==> config.mk <==
export PLATFORM = sky130hd
export DESIGN_NAME = mem_bus_arbiter_flat
export DESIGN_NICKNAME = d
export VERILOG_FILES = /design/src/rtl/mem_bus_arbiter_pkg.sv /design/src/rtl/mem_bus_arbiter_if.sv /design/src/rtl/mem_bus_arbiter_pick.sv /design/src/rtl/mem_bus_arbiter.sv /design/src/flat_wrapper.sv
export SDC_FILE = /design/constraint.sdc
export NUM_CORES = 1
export LEC_CHECK = 0
export CAP_MARGIN = 20
export CORE_ASPECT_RATIO = 1.1
export CORE_MARGIN = 2
export CORE_UTILIZATION = 42
export CTS_BUF_LIST = sky130_fd_sc_hd__clkbuf_2 sky130_fd_sc_hd__clkbuf_4 sky130_fd_sc_hd__clkbuf_8
export DETAILED_ROUTE_END_ITERATION = 10
export PLACE_DENSITY = 0.79
export SYNTH_ARGS = -nofsm -noshare
export SYNTH_HDL_FRONTEND = slang
export SYNTH_SLANG_ARGS = --single-unit
==> constraint.sdc <==
create_clock -name clk -period 1.79 [get_ports clk]
set_input_delay 0.358 -clock clk [delete_from_list [all_inputs] [get_ports clk]]
set_output_delay 0.358 -clock clk [all_outputs]
set_load 0.01 [all_outputs]
==> src/rtl/mem_bus_arbiter_pkg.sv <==
// Shared definitions for the two-master RAM port arbiter: FSM states,
// master identifiers and a small grant-encoding helper.
package mem_bus_arbiter_pkg;

  typedef enum logic [1:0] {
    ARB_IDLE,
    ARB_ACCESS,
    ARB_WAIT,
    ARB_DONE
  } arb_state_t;

  localparam logic MST_M0 = 1'b0;
  localparam logic MST_M1 = 1'b1;

  // Grant bus is one-hot as {M1, M0}.
  function automatic logic [1:0] owner_onehot(input logic owner);
    return (owner == MST_M1) ? 2'b10 : 2'b01;
  endfunction

endpackage

==> src/rtl/mem_bus_arbiter_if.sv <==
// Per-master request/response bundle between a bus master and the arbiter.
interface mem_bus_arbiter_if #(
  parameter int ADDR_W = 8,
  parameter int DATA_W = 8
);

  logic              req;
  logic              we;
  logic [ADDR_W-1:0] addr;
  logic [DATA_W-1:0] wdata;
  logic [DATA_W-1:0] rdata;
  logic              ready;

  modport master (
    output req, we, addr, wdata,
    input  rdata, ready
  );

  modport slave (
    input  req, we, addr, wdata,
    output rdata, ready
  );

endinterface

==> src/rtl/mem_bus_arbiter_pick.sv <==
// Combinational winner selection: fixed priority to M0, overridden in
// favour of M1 once M1 has been starved for the maximum number of rounds.
module mem_arb_pick
  import mem_bus_arbiter_pkg::*;
(
  input  logic m0_req_i,
  input  logic m1_req_i,
  input  logic starved_i,
  output logic valid_o,
  output logic winner_o
);

  always_comb begin
    valid_o  = m0_req_i | m1_req_i;
    winner_o = MST_M0;
    if (m1_req_i && (!m0_req_i || starved_i)) begin
      winner_o = MST_M1;
    end
  end

endmodule

==> src/rtl/mem_bus_arbiter.sv <==
// Shares one fixed-latency RAM port between two masters, running a single
// transaction at a time and pulsing the owner's ready when it completes.
module mem_bus_arbiter
  import mem_bus_arbiter_pkg::*;
#(
  parameter int ADDR_W   = 8,
  parameter int DATA_W   = 8,
  parameter int RAM_LAT  = 1,
  parameter int MAX_WAIT = 4
) (
  input  logic              clk,
  input  logic              reset_n,
  mem_bus_arbiter_if.slave  m0_bus,
  mem_bus_arbiter_if.slave  m1_bus,
  output logic              ram_en_o,
  output logic              ram_we_o,
  output logic [ADDR_W-1:0] ram_addr_o,
  output logic [DATA_W-1:0] ram_wdata_o,
  input  logic [DATA_W-1:0] ram_rdata_i,
  output logic [1:0]        grant_o,
  output logic              busy_o
);

  localparam int CNT_W    = $clog2(RAM_LAT + 1);
  localparam int STARVE_W = $clog2(MAX_WAIT + 1);
  localparam logic [CNT_W-1:0]    CNT_LOAD   = CNT_W'(RAM_LAT);
  localparam logic [CNT_W-1:0]    CNT_LAST   = CNT_W'(1);
  localparam logic [STARVE_W-1:0] STARVE_MAX = STARVE_W'(MAX_WAIT);

  arb_state_t          state_q, state_d;
  logic [CNT_W-1:0]    cnt_q, cnt_d;
  logic [STARVE_W-1:0] starve_q, starve_d;
  logic                owner_q, owner_d;
  logic                we_q, we_d;
  logic [ADDR_W-1:0]   addr_q, addr_d;
  logic [DATA_W-1:0]   wdata_q, wdata_d;
  logic [DATA_W-1:0]   m0_rdata_q, m0_rdata_d;
  logic [DATA_W-1:0]   m1_rdata_q, m1_rdata_d;

  logic starved;
  logic pick_valid;
  logic pick_winner;

  assign starved = (starve_q == STARVE_MAX);

  mem_arb_pick u_pick (
    .m0_req_i  (m0_bus.req),
    .m1_req_i  (m1_bus.req),
    .starved_i (starved),
    .valid_o   (pick_valid),
    .winner_o  (pick_winner)
  );

  always_ff @(posedge clk) begin
    if (!reset_n) begin
      state_q    <= ARB_IDLE;
      cnt_q      <= '0;
      starve_q   <= '0;
      owner_q    <= MST_M0;
      we_q       <= 1'b0;
      addr_q     <= '0;
      wdata_q    <= '0;
      m0_rdata_q <= '0;
      m1_rdata_q <= '0;
    end else begin
      state_q    <= state_d;
      cnt_q      <= cnt_d;
      starve_q   <= starve_d;
      owner_q    <= owner_d;
      we_q       <= we_d;
      addr_q     <= addr_d;
      wdata_q    <= wdata_d;
      m0_rdata_q <= m0_rdata_d;
      m1_rdata_q <= m1_rdata_d;
    end
  end

  // Transaction fields are frozen at the IDLE decision so later input
  // changes cannot disturb the access already in flight.
  always_comb begin
    state_d    = state_q;
    cnt_d      = cnt_q;
    starve_d   = starve_q;
    owner_d    = owner_q;
    we_d       = we_q;
    addr_d     = addr_q;
    wdata_d    = wdata_q;
    m0_rdata_d = m0_rdata_q;
    m1_rdata_d = m1_rdata_q;

    unique case (state_q)
      ARB_IDLE: begin
        if (pick_valid) begin
          state_d = ARB_ACCESS;
          owner_d = pick_winner;
          if (pick_winner == MST_M1) begin
            we_d     = m1_bus.we;
            addr_d   = m1_bus.addr;
            wdata_d  = m1_bus.wdata;
            starve_d = '0;
          end else begin
            we_d    = m0_bus.we;
            addr_d  = m0_bus.addr;
            wdata_d = m0_bus.wdata;
            if (m1_bus.req && !starved) begin
              starve_d = starve_q + 1'b1;
            end
          end
        end
      end
      ARB_ACCESS: begin
        state_d = ARB_WAIT;
        cnt_d   = CNT_LOAD;
      end
      ARB_WAIT: begin
        if (cnt_q == CNT_LAST) begin
          state_d = ARB_DONE;
          if (!we_q) begin
            if (owner_q == MST_M1) begin
              m1_rdata_d = ram_rdata_i;
            end else begin
              m0_rdata_d = ram_rdata_i;
            end
          end
        end else begin
          cnt_d = cnt_q - 1'b1;
        end
      end
      ARB_DONE: begin
        state_d = ARB_IDLE;
      end
      default: begin
        state_d = ARB_IDLE;
      end
    endcase
  end

  always_comb begin
    ram_en_o = (state_q == ARB_ACCESS);
    ram_we_o = ram_en_o & we_q;
    busy_o   = (state_q != ARB_IDLE);
    grant_o  = busy_o ? owner_onehot(owner_q) : 2'b00;
  end

  assign ram_addr_o  = addr_q;
  assign ram_wdata_o = wdata_q;

  assign m0_bus.ready = (state_q == ARB_DONE) && (owner_q == MST_M0);
  assign m1_bus.ready = (state_q == ARB_DONE) && (owner_q == MST_M1);
  assign m0_bus.rdata = m0_rdata_q;
  assign m1_bus.rdata = m1_rdata_q;

endmodule

==> src/flat_wrapper.sv <==
// flat-port wrapper written by rule: the top's interface ports become plain ports
module mem_bus_arbiter_flat import mem_bus_arbiter_pkg::*;
#(
  parameter int ADDR_W   = 8,
  parameter int DATA_W   = 8,
  parameter int RAM_LAT  = 1,
  parameter int MAX_WAIT = 4
)
  (clk, reset_n, ram_en_o, ram_we_o, ram_addr_o, ram_wdata_o, ram_rdata_i, grant_o, busy_o, m0_bus_req, m0_bus_we, m0_bus_addr, m0_bus_wdata, m0_bus_rdata, m0_bus_ready, m1_bus_req, m1_bus_we, m1_bus_addr, m1_bus_wdata, m1_bus_rdata, m1_bus_ready);
  mem_bus_arbiter_if #(.ADDR_W(ADDR_W), .DATA_W(DATA_W)) m0_bus_i ();
  mem_bus_arbiter_if #(.ADDR_W(ADDR_W), .DATA_W(DATA_W)) m1_bus_i ();
  input  logic clk;
  input  logic reset_n;
  output logic ram_en_o;
  output logic ram_we_o;
  output logic [ADDR_W-1:0] ram_addr_o;
  output logic [DATA_W-1:0] ram_wdata_o;
  input  logic [DATA_W-1:0] ram_rdata_i;
  output logic [1:0] grant_o;
  output logic busy_o;
  input wire logic [$bits(m0_bus_i.req)-1:0] m0_bus_req;
  input wire logic [$bits(m0_bus_i.we)-1:0] m0_bus_we;
  input wire logic [$bits(m0_bus_i.addr)-1:0] m0_bus_addr;
  input wire logic [$bits(m0_bus_i.wdata)-1:0] m0_bus_wdata;
  output wire logic [$bits(m0_bus_i.rdata)-1:0] m0_bus_rdata;
  output wire logic [$bits(m0_bus_i.ready)-1:0] m0_bus_ready;
  input wire logic [$bits(m1_bus_i.req)-1:0] m1_bus_req;
  input wire logic [$bits(m1_bus_i.we)-1:0] m1_bus_we;
  input wire logic [$bits(m1_bus_i.addr)-1:0] m1_bus_addr;
  input wire logic [$bits(m1_bus_i.wdata)-1:0] m1_bus_wdata;
  output wire logic [$bits(m1_bus_i.rdata)-1:0] m1_bus_rdata;
  output wire logic [$bits(m1_bus_i.ready)-1:0] m1_bus_ready;
  assign m0_bus_i.req = m0_bus_req;
  assign m0_bus_i.we = m0_bus_we;
  assign m0_bus_i.addr = m0_bus_addr;
  assign m0_bus_i.wdata = m0_bus_wdata;
  assign m0_bus_rdata = m0_bus_i.rdata;
  assign m0_bus_ready = m0_bus_i.ready;
  assign m1_bus_i.req = m1_bus_req;
  assign m1_bus_i.we = m1_bus_we;
  assign m1_bus_i.addr = m1_bus_addr;
  assign m1_bus_i.wdata = m1_bus_wdata;
  assign m1_bus_rdata = m1_bus_i.rdata;
  assign m1_bus_ready = m1_bus_i.ready;
  mem_bus_arbiter #(.ADDR_W(ADDR_W), .DATA_W(DATA_W), .RAM_LAT(RAM_LAT), .MAX_WAIT(MAX_WAIT)) u_core (.clk(clk), .reset_n(reset_n), .m0_bus(m0_bus_i), .m1_bus(m1_bus_i), .ram_en_o(ram_en_o), .ram_we_o(ram_we_o), .ram_addr_o(ram_addr_o), .ram_wdata_o(ram_wdata_o), .ram_rdata_i(ram_rdata_i), .grant_o(grant_o), .busy_o(busy_o));
endmodule
# == Yosys cells after proc, flatten, opt, wreduce, memory -nomap -nowiden ==
# Index checks and enable logic that the tools add are counted.
# word_totals
output_inout_bits,39
word_cells,50
register_bits,40
input_bits,46
# classes
bitwise_logic,4
n_reduce_logical,16
add_sub_neg,2
muxes,13
eq_ne,6
# ops
operator,count
8-bit two-way mux,2
2-bit two-way mux,4
2-bit one-hot mux with 4 select lines,1
4-bit AND reduction,2
3-bit two-way mux,2
2-bit nonzero test,3
2-bit equality test (second input constant),2
1-bit logical AND,4
2-bit by 1-bit != test with 1-bit output (second input constant),2
2-bit AND reduction,2
3-bit by 1-bit adder with 3-bit output (second input constant),1
3-bit equality test (second input constant),1
1-bit two-way mux,3
3-bit AND reduction,1
2-bit by 1-bit equality test with 1-bit output (second input constant),1
1-bit logical NOT,2
2-bit logical NOT,1
1-bit NOT,2
1-bit one-hot mux with 2 select lines,1
1-bit AND,1
1-bit logical OR,1
1-bit OR,1
1-bit subtractor (second input constant),1

# == Depth between registers and ports, before layout ==
# depth
depth_word,6
depth_mapped,7

# == Hierarchy ==
# Synthesis repeated with hierarchy kept, for this count alone.
# unflattened
hier_cells,201
area_unflattened_um2,1895.6
# modules_own_cells
module,cells_each,n_inst,area_per_inst_um2,seq_area_each_um2
mem_bus_arbiter,198,1,1878.1,800.8
mem_arb_pick,3,1,17.5,0.0

# == Worst setup path after synthesis ==
# Ideal clock, no wire load.
# synth_timing
path_kind,register to register
startpoint,register u_core.state_q[0]
endpoint,register u_core.m0_rdata_q[0] (netlist: u_core.m0_bus.rdata[0])
period_less_slack_ns,1.440
path_slack_ns,0.350
t_arrival_ns,1.312
path_stages_with_launch,7
t_required_ns,1.662
cell_sequence,dfxtp_1 -> inv_1 -> ha_1 -> nor4bb_1 -> buf_2 -> mux2i_1 -> nor2_1
# synth_via
elab_chain_cells,2
# synth_rtl
element,line,text
from (decl),mem_bus_arbiter.sv:30,"arb_state_t state_q, state_d;"
from (signal assigned),mem_bus_arbiter.sv:66,state_q <= state_d;
2-bit equality test,mem_bus_arbiter.sv:91,unique case (state_q)
4-bit AND reduction (no source line),n/a,
to (signal assigned),mem_bus_arbiter.sv:73,m0_rdata_q <= m0_rdata_d;
to (decl),mem_bus_arbiter.sv:37,"logic [DATA_W-1:0] m0_rdata_q, m0_rdata_d;"
# Every way passes these cells.
# A chain may end at the register's enable or synchronous reset.

# == Final worst setup path ==
# layout_timing
startpoint,register u_core.state_q[0]
endpoint,output grant_o[0]
# layout_via
elab_chain_cells,2
# layout_rtl
element,line,text
2-bit nonzero test,mem_bus_arbiter.sv:141,busy_o = (state_q != ARB_IDLE);
2-bit two-way mux,mem_bus_arbiter.sv:142,grant_o = busy_o ? owner_onehot(owner_q) : 2'b00;
to (decl),flat_wrapper.sv:19,output logic [1:0] grant_o;
# Every way passes these cells.

==> qor.txt <==
CTS Hold Buffers Added -> 0
Setup Skew -> 0.00855 ns
GPL Wtd Cong -> 0.813
Drt total wl -> 5000 µm
Ant. Diodes -> 0
Setup crit end kind -> output port
Power density over the cells -> 1150 nW/µm²
Reg2Reg Depth -> 7
DRT Pass-1 Iters -> 5
DR vias/cell -> 5.37
Maximum clock frequency -> 0.586 GHz
Worst-skew pair later-pin latency -> 0.29 ns
Hold path depth -> 2
Register bit total from synthesis -> 40
Period utilization -> 95.3%
Synth Instances -> 212
R2R Path End -> u_core.state_q[1]$_SDFFE_PN0P_
Non-filler instance count after layout -> 350
Most common cell after layout, fill and taps aside -> clkdlybuf4s50_1
Root buffer cell -> clkbuf_8
Clk slew on worst S/H paths -> 0.08 ns
Post-Syn Nets -> 264
Seq/Total Area, Yosys -> 45.0%
Routed Antenna Nets -> 0
RSZ-0062 raised after global routing -> false
Crit path time final -> 1.71 ns
Nets -> 349
Met1 Resource Use GR -> 24.1%
Final hold vios -> 0
Worst Path Arrival -> 1.35 ns
Share of the synthesized area in the top cell type -> 45.0%
Vias in the first global route -> 1,681
Worst hold start -> u_core.m1_bus.rdata[2]$_SDFFE_PN0P_
Flop-to-flop setup slack -> 0.22 ns
Largest net degree at the start of global routing -> 19
Met2 Resource Use GR -> 35.2%
H-tree Lvls -> 2
Worst-path fanout max -> 5
Row Count -> 24
RR Startpoint -> u_core.state_q[0]$_SDFFE_PN0P_
Gr usage total -> 20.6%
Layout cell share with drive strength beyond 1 -> 8.72%
Number of port buffers -> 84
Hold EP -> u_core.m1_bus.rdata[2]$_SDFFE_PN0P_
Most frequent cells in the layout -> clkdlybuf4s50_1, dfxtp_1, o21ai_0, a21oi_1, nand2_1
Max clock buf depth -> 2
Grt peak-use layer -> met2
Yosys warns -> 0
Detailed-route via count -> 1,880
Max VDD drop -> 0.669 mV
Status -> completed
Fin Hold WS -> 0.456 ns
Cts repair resizes -> 9
Area Growth Syn to Fin -> 57.4%
Total Power -> 3.22 mW
Clk sink count -> 40
Syn Area/Cell -> 8.39 µm²
# setup viols final -> 0
Fin area -> 2800 µm²
Initial antenna violation count -> 0
Die area -> 4770 µm²
FILL cells -> 359
HPWL after DPL -> 3650 µm
Syn Std Cell Area -> 1780 µm²
Largest area contributor in the netlist -> dfxtp_1
Setup crit start kind -> flip-flop
Drt drc -> 0
Critical path required time -> 1.43 ns
Die width -> 66.0 µm
Met3 usage -> 6.51%
Ports -> 85
DRT iter0 DRCs -> 96
Pins Over Slew Limit -> 0
Cell count after placement -> 342
Relative slew margins -> 49.0%
Largest cells by area after synthesis -> dfxtp_1, o21ai_0, a21oi_1, a31oi_1, mux2i_1
Post-DP Area -> 2710 µm²
GR Overflow Total -> 0
Least-Margin Pin Slew -> 0.765 ns
Total CTS buffers -> 5
Chip Height -> 72.2 µm
First-pass GRT wire length -> 7570 µm
Wire length per cell -> 14.3 µm
WS Path Type -> flip-flop to output port
Core area -> 4020 µm²
Yosys cell types -> 27
CTS tree -> built
Max-cap viol count -> 0
Total setup buffers inserted after CTS -> 0
Min-Delay Path Class -> flip-flop to flip-flop
Starting density of the core -> 44.2%
LEAKAGE -> 1.07 nW
kinds of logic (layout without fill, tap and decap cells):
logic type	count (synthesis)	after routing	synth area share, %
buf+inv	23	109	5.77
fa+ha+maj	6	6	4.22
compound gates	89	89	28.0
simple gates	46	46	12.5
flops	40	40	45.0
mux	8	8	4.50
synthesized netlist by cell type:
master and instances:
a21boi_2 1, a21oi_1 28, a21bo_1 1, mux2i_1 8
clkbuf_1 8, a32oi_1 1, dfxtp_1 40, nand4_1 1
a31oi_1 17, nor2_1 12, nor2b_1 3, nor4bb_1 1
buf_6 1, ha_1 6, o21ai_2 1, nand4b_1 1
inv_1 7, o211a_1 1, o21a_1 3, and4b_1 1
buf_2 6, o21ai_0 36, nor3b_1 3, clkbuf_2 1
or3_1 2, nand2_1 20, and2_1 2
metal layers:
metal	up-vias	share of wire, %	wire length (µm)
met5	-	0	0
met4	0	1.5	73
met3	7	9.6	481
met2	93	48	2400
met1	861	41	2040
li1	919	-	-
critical path: stages (launching register included):
cell           delay (ns)
dfxtp_2              0.35
inv_1                0.06
ha_1                 0.26
nor2_1               0.10
dlygate4sd2_1        0.30
sequential cells by signal, indices dropped and copies added, names as in the netlist:
name and flops:
u_core.state_q 2, u_core.we_q 1, u_core.ram_addr_o 8, u_core.ram_wdata_o 8, u_core.starve_q 3, u_core.owner_q 1, u_core.m1_bus.rdata 8, u_core.m0_bus.rdata 8
u_core.cnt_q 1
stage by stage:
stage                     setup slack (ns)  utilization [%]  TNS [ns]
after detailed placement           -0.0993             67.4     -1.20
final                               0.0838             69.5         0
after CTS                           0.0305             69.5         0
after floorplan                      0.350                -         0
after global placement             -0.0450             67.4    -0.531
after global routing                0.0109             69.5         0
worst max path at each step:
stage	end	startpoint	cells after the start
2_1_floorplan	u_core.m0_bus.rdata[0]$_SDFFE_PN0P_	u_core.state_q[0]$_SDFFE_PN0P_	6
6_report	grant_o[0]	u_core.state_q[0]$_SDFFE_PN0P_	4
4_1_cts	ram_en_o	u_core.state_q[1]$_SDFFE_PN0P_	3
3_3_place_gp	u_core.ram_addr_o[7]$_SDFFE_PN0P_	m0_bus_req	4
5_1_grt	grant_o[0]	u_core.state_q[0]$_SDFFE_PN0P_	4
3_5_place_dp	u_core.ram_wdata_o[3]$_SDFFE_PN0P_	m1_bus_req	4
cell type report:
class | count | area [µm²] | area share [%]
timing repair buffer | 94 | 932 | 33.3
multi-input combinational | 149 | 882 | 31.5
sequential | 40 | 805 | 28.8
clock buffer | 5 | 68.8 | 2.46
tap | 52 | 65.1 | 2.33
inverter | 7 | 26.3 | 0.939
clock inverter | 3 | 18.8 | 0.671
power by group:
group	leakage [nW]	total (mW)	internal, mW	switching [mW]
combinational	0.689	1.39	0.720	0.669
clock	0.0479	0.589	0.271	0.317
sequential	0.329	1.24	1.10	0.143
Note: power is estimated with default switching activity, not from simulation.
